<file path="config.mk">
export PLATFORM = sky130hd
export DESIGN_NAME = mem_port_arbiter
export DESIGN_NICKNAME = d
export VERILOG_FILES = /design/src/rtl/mem_arb_pkg.sv /design/src/rtl/arb_starve_ctr.sv /design/src/rtl/mem_port_arbiter.sv
export SDC_FILE = /design/constraint.sdc
export NUM_CORES = 1
export LEC_CHECK = 0
export ABC_AREA = 0
export CORE_AREA = 2 2 111 86
export CTS_CLUSTER_DIAMETER = 40
export CTS_CLUSTER_SIZE = 20
export DETAILED_ROUTE_END_ITERATION = 8
export DIE_AREA = 0 0 113 88
export PLACE_DENSITY = 0.87
export SLEW_MARGIN = 20
export SYNTH_ARGS = -nofsm -noshare
export SYNTH_HDL_FRONTEND = slang
export SYNTH_SLANG_ARGS = --single-unit
</file>
<file path="constraint.sdc">
create_clock -name clk -period 2.42 [get_ports clk]
set_input_delay 0.484 -clock clk [delete_from_list [all_inputs] [get_ports clk]]
set_output_delay 0.484 -clock clk [all_outputs]
set_load 0.01 [all_outputs]
</file>
<file path="src/rtl/mem_arb_pkg.sv">
// mem_arb_pkg
//   Shared encodings for the single-port SRAM arbiter.
//   resp_e : response FSM state, i.e. which port was granted last cycle.
//   GNT_*  : grant encoding used between the grant mux, the response FSM
//            and the starvation counter.
package mem_arb_pkg;

  typedef enum logic [1:0] {
    R_NONE = 2'd0,
    R_IM   = 2'd1,
    R_DM   = 2'd2
  } resp_e;

  localparam logic [1:0] GNT_NONE = 2'd0;
  localparam logic [1:0] GNT_IM   = 2'd1;
  localparam logic [1:0] GNT_DM   = 2'd2;

  // Map a cycle-N grant to the response state for cycle N+1.
  function automatic resp_e resp_for_gnt(input logic [1:0] gnt);
    resp_e r;
    r = R_NONE;
    if (gnt == GNT_IM) r = R_IM;
    else if (gnt == GNT_DM) r = R_DM;
    return r;
  endfunction

endpackage

</file>
<file path="src/rtl/arb_starve_ctr.sv">
// arb_starve_ctr
//   Counts consecutive DM grants taken while IM is waiting and asks the
//   arbiter to let IM through once the streak reaches STARVE_LIMIT.
//   Only instantiated when ARB_STARVE_GUARD_EN is defined.
// Ports
//   clk       in   clock
//   rst       in   synchronous reset, active-high
//   im_req    in   IF fetch request
//   dm_req    in   MEM data request
//   gnt       in   grant chosen this cycle (GNT_* encoding)
//   force_im  out  1 = override DM priority and grant IM this cycle
module arb_starve_ctr
  import mem_arb_pkg::*;
#(
  parameter int unsigned STARVE_LIMIT = 4
) (
  input  logic       clk,
  input  logic       rst,
  input  logic       im_req,
  input  logic       dm_req,
  input  logic [1:0] gnt,
  output logic       force_im
);

  localparam int unsigned CNT_W = $clog2(STARVE_LIMIT + 1);
  localparam logic [CNT_W-1:0] LIMIT = CNT_W'(STARVE_LIMIT);

  logic [CNT_W-1:0] dm_streak;

  always_ff @(posedge clk) begin
    if (rst) begin
      dm_streak <= '0;
    end else if ((gnt == GNT_IM) || !im_req) begin
      dm_streak <= '0;
    end else if ((gnt == GNT_DM) && (dm_streak != LIMIT)) begin
      // saturate rather than wrap so a stuck streak can never hide
      dm_streak <= dm_streak + 1'b1;
    end
  end

  assign force_im = im_req && dm_req && (dm_streak == LIMIT);

endmodule

</file>
<file path="src/rtl/mem_port_arbiter.sv">
// mem_port_arbiter
//   Shares one single-port SRAM (1-cycle read latency) between the IF
//   fetch port (im_*) and the MEM data port (dm_*). Grants one port per
//   cycle, routes the SRAM read data back to the winner one cycle later,
//   and keeps a per-port hold register so stalled stages see stable data.
//   Optional feature: define ARB_STARVE_GUARD_EN to let IM through once
//   after STARVE_LIMIT consecutive DM grants while IM waits.
// Ports
//   clk, rst                      clock, synchronous active-high reset
//   im_req, im_address            fetch request / address
//   im_read_data, im_valid        fetched word / 1-cycle fresh pulse
//   im_stall                      fetch request present, not granted
//   dm_req, dm_w_en, dm_address,
//   dm_write_data                 load/store request (w_en==0 -> load)
//   dm_read_data, dm_valid        load word / fresh or store-done pulse
//   dm_stall                      data request present, not granted
//   mem_address, mem_w_en,
//   mem_write_data                SRAM command for the granted port
//   mem_read_data                 SRAM read data, one cycle after address
//
// Response FSM (resp_q)
//   state  | meaning
//   R_NONE | nothing granted last cycle, no response due
//   R_IM   | IM granted last cycle, mem_read_data is the fetched word
//   R_DM   | DM granted last cycle, load data (or store completion) due
module mem_port_arbiter
  import mem_arb_pkg::*;
#(
  parameter int unsigned ADDR_W       = 16,
  parameter int unsigned DATA_W       = 32,
  parameter int unsigned STARVE_LIMIT = 4
) (
  input  logic                clk,
  input  logic                rst,
  input  logic                im_req,
  input  logic [ADDR_W-1:0]   im_address,
  output logic [DATA_W-1:0]   im_read_data,
  output logic                im_valid,
  output logic                im_stall,
  input  logic                dm_req,
  input  logic [DATA_W/8-1:0] dm_w_en,
  input  logic [ADDR_W-1:0]   dm_address,
  input  logic [DATA_W-1:0]   dm_write_data,
  output logic [DATA_W-1:0]   dm_read_data,
  output logic                dm_valid,
  output logic                dm_stall,
  output logic [ADDR_W-1:0]   mem_address,
  output logic [DATA_W/8-1:0] mem_w_en,
  output logic [DATA_W-1:0]   mem_write_data,
  input  logic [DATA_W-1:0]   mem_read_data
);

  logic [1:0]        gnt;
  logic              force_im;
  resp_e             resp_q;
  logic              dm_load_q;
  logic [DATA_W-1:0] im_hold_q;
  logic [DATA_W-1:0] dm_hold_q;

`ifdef ARB_STARVE_GUARD_EN
  arb_starve_ctr #(
    .STARVE_LIMIT (STARVE_LIMIT)
  ) u_starve_ctr (
    .clk      (clk),
    .rst      (rst),
    .im_req   (im_req),
    .dm_req   (dm_req),
    .gnt      (gnt),
    .force_im (force_im)
  );
`else
  assign force_im = 1'b0;
`endif

  // DM wins by default: the MEM-stage instruction is older, so letting it
  // finish first is what keeps the pipeline from deadlocking. Nothing is
  // granted while in reset so no write can land during reset.
  always_comb begin
    gnt = GNT_NONE;
    if (!rst) begin
      if (dm_req && !force_im) gnt = GNT_DM;
      else if (im_req)         gnt = GNT_IM;
    end
  end

  always_comb begin
    mem_address    = '0;
    mem_w_en       = '0;
    mem_write_data = '0;
    case (gnt)
      GNT_DM: begin
        mem_address    = dm_address;
        mem_w_en       = dm_w_en;
        mem_write_data = dm_write_data;
      end
      GNT_IM: begin
        mem_address = im_address;
      end
      default: ;
    endcase
  end

  assign im_stall = im_req && !rst && (gnt != GNT_IM);
  assign dm_stall = dm_req && !rst && (gnt != GNT_DM);

  always_ff @(posedge clk) begin
    if (rst) begin
      resp_q    <= R_NONE;
      dm_load_q <= 1'b0;
      im_hold_q <= '0;
      dm_hold_q <= '0;
    end else begin
      if (resp_q == R_IM) im_hold_q <= mem_read_data;
      // a completed store leaves the last load word in place
      if ((resp_q == R_DM) && dm_load_q) dm_hold_q <= mem_read_data;
      resp_q    <= resp_for_gnt(gnt);
      dm_load_q <= (gnt == GNT_DM) && (dm_w_en == '0);
    end
  end

  // Read data arrives from the SRAM in the response cycle itself, so the
  // fresh word is muxed straight through; the hold register covers every
  // other cycle. Reset forces all pipeline-facing outputs low, which also
  // drops a response that was due in the reset cycle.
  always_comb begin
    im_valid     = 1'b0;
    dm_valid     = 1'b0;
    im_read_data = '0;
    dm_read_data = '0;
    if (!rst) begin
      im_valid     = (resp_q == R_IM);
      dm_valid     = (resp_q == R_DM);
      im_read_data = im_valid ? mem_read_data : im_hold_q;
      dm_read_data = (dm_valid && dm_load_q) ? mem_read_data : dm_hold_q;
    end
  end

endmodule

</file>
==> out/summary.txt <==
Row count -> 30
Syn Nets -> 489
Share of layout cells above drive strength 1 -> 15.8%
Switching Share -> 21.5%
CTS root buf -> clkbuf_16
Switching power -> 649 uW
Hold_buf cts -> 0
Total Routed Length -> 11800 um
Syn avg cell area -> 7.72 um2
PD cells -> 529 mW/mm2
Max Freq -> 0.422 GHz
CTS tree -> built
Min cycle time layout -> 2.37 ns
Initial antenna violation count -> 0
Most frequent cells in the layout -> nand2_1 (128), clkdlybuf4s50_1 (102), dfxtp_1 (65)
Mapped Area -> 0.00294 mm2
Area Growth Syn to Fin -> 94.2%
Worst-Skew Late Latency -> 0.33 ns
Avg WL per Cell -> 16.3 um
# setup viols final -> 0
Post-route setup TNS -> 0 ns
Die Height -> 88 um
Overflow after GRT -> 0
Tcrit/Tclk final -> 98.0%
Unrepaired setup endpoints after global routing -> true
Worst Hold Class -> flop to flop
Actual slew at the worst max-slew pin -> 0.508 ns
CP Capture Type -> primary output
Vias/cell -> 4.83
Dpl hpwl -> 8550 um
Mapped Cells -> 381
Synth area leaders -> dfxtp_1 (46%), nand2_1 (16%), a21oi_1 (9.4%)
Flops & latches, synth -> 67
Residual DRC -> 10
Final Cell Area -> 0.00572 mm2
PortBufs -> 223
Max FO, Critical Path -> 26
Commonest non-fill, non-tap cell in the layout -> nand2_1
Synth Area in XOR/XNOR -> 0%
Slew Limit Headroom -> 66.2%
Initial core utilization -> 33.2%
Post-synth top area share -> 45.6%
Pins over their slew limit -> 0
WL met1 -> 4630 um
Simple-gate share of the synthesized area -> 29.1%
Post-synthesis adder-cell area fraction -> 1.70%
Max-cap violations -> 0
CTS Buf Count -> 9
Violated checks -> DRC
GRT Total Usage -> 22.6%
Largest area contributor in the netlist -> dfxtp_1
DR pass1 iterations -> 8
Metal2 WL -> 5830 um
Int Power -> 2.37 mW
Largest net degree at the start of global routing -> 63
# H-tree levels -> 3
Inserted Diodes -> 0
Mux share of post-synthesis cell area -> 0%
Synth Warn # -> 0
Clock power frac -> 49.2%
Number of global-route vias before repair -> 3460
Std-Cell Core Area -> 0.00886 mm2
Synth Area in Compound Gates -> 16.1%
Routed Antenna Nets -> 0
Final Hold Viols -> 0
DRT iter0 DRCs -> 224
Peak supply drop -> 444 uV
Nets -> 715
Sequential Power Share -> 37.0%
Post-synthesis sequential area ratio -> 45.6%
Combinational fraction of design power -> 13.8%
Gpl congestion -> 0.840
First-pass GRT wire length -> 17300 um
Placed Instance Area -> 0.00527 mm2
Met3 routed WL -> 1090 um
Worst Path Required -> 1.94 ns
Leakage -> 3.01 nW
IO Pins -> 224
Via count -> 3497
Total die area -> 0.00994 mm2
Die X-Extent -> 113 um
Hold_ws -> 0.457 ns
Startpoint Class -> input port
Clock Tree Buf Depth -> 2
Worst Path Arrival -> 1.89 ns
DR top layer -> met4
Main combinational cell family by area after synthesis -> simple AND/OR/NAND/NOR gates
Post-synth cell types -> 23
Sink Count -> 67
Setup Skew -> 0.00429 ns
CTS clk-pin slew, worst paths -> 0.06 ns
Setup CP Type -> input port to primary output
Status -> complete, but fails checks
[metrics by stage]
stage / worst slack, ns / cells / total power, mW / util (%)
floorplan: 0.0334 / 381 / 1.26 / -
global placement: -0.583 / 702 / 1.55 / 59.5
detailed placement: -0.648 / 702 / 1.56 / 59.5
CTS: -0.0457 / 719 / 3.05 / 63.3
global route: -0.00478 / 724 / 3.13 / 64.5
finish: 0.0476 / 724 / 3.02 / 64.5
[per-layer routing]
| layer | up-vias | GRT usage, % |
|---|---|---|
| met2 | 168 | 38.9 |
| li1 | 1677 | - |
| met5 | - | 0 |
| met3 | 22 | 8.30 |
| met4 | 0 | 8.98 |
| met1 | 1630 | 25.7 |
[cell families (layout without fill, tap and decap cells)]
| group | count (synthesis) | count (layout) |
|---|---|---|
| AND/OR/NAND/NOR | 195 | 195 |
| adder cells (fa/ha/maj) | 4 | 4 |
| AO/OA/AOI/OAI | 80 | 80 |
| flip-flops | 67 | 67 |
| buffers and inverters | 35 | 266 |
[flip-flops by register name, indices dropped and copies added (netlist names)]
register / flops
im_hold_q: 32
resp_q: 2
dm_hold_q: 32
dm_load_q: 1
[worst max-delay path, cell delays in order]
cell,delay [ns]
buf_2,0.12
buf_4,0.16
nand2b_2,0.22
inv_2,0.10
ha_4,0.19
buf_12,0.18
and2_1,0.14
dlygate4sd2_1,0.29
[final timing paths]
kind / from / end / slack, ns / cells past startpoint
max: rst / mem_write_data[28] / 0.05 / 8
min: im_hold_q[30]$_DFF_P_ / im_hold_q[30]$_DFF_P_ / 0.46 / 2
max reg2reg: resp_q[0]$_SDFF_PP0_ / dm_hold_q[31]$_DFF_P_ / 1.18 / 4
min reg2reg: im_hold_q[30]$_DFF_P_ / im_hold_q[30]$_DFF_P_ / 0.46 / 2
[cell usage after synthesis]
cell type,number
a21oi_1,55
a21oi_2,9
a22oi_1,16
and2_1,36
and3b_2,1
buf_1,1
buf_2,11
buf_4,4
buf_6,4
clkbuf_1,10
clkbuf_8,3
dfxtp_1,67
ha_1,4
inv_1,1
inv_2,1
nand2_1,128
nand2b_1,4
nand3b_1,1
nor2_1,20
nor2b_1,2
nor3b_1,1
or2_2,1
or4_1,1
[area by class of cell]
class / instances / area (um2)
clock buffers: 10 / 229
clock inverters: 6 / 111
fillers: 747 / 3140
inverters: 2 / 10.0
multi-input cells: 279 / 1440
flip-flops and latches: 67 / 1340
well taps: 112 / 140
repair buffers: 248 / 2440
[power by group through the flow]
stage               clock network [mW]  registers [mW]  logic (mW)
detailed placement                   0            1.14       0.420
global placement                     0            1.14       0.411
global route                      1.57            1.12       0.444
CTS                               1.52            1.12       0.417
finish                            1.49            1.12       0.418
floorplan                            0            1.14       0.122
[timing repair]
item | in CTS | in global routing
endpoints found under the hold margin | 0 | 0
pin swaps | 1 | 1
buffers inserted | 0 | 2
gates cloned | 1 | 3
setup endpoints to repair | 99 | 81
resized for setup | 161 | 87
No activity file was read; power rests on OpenSTA's default activity.
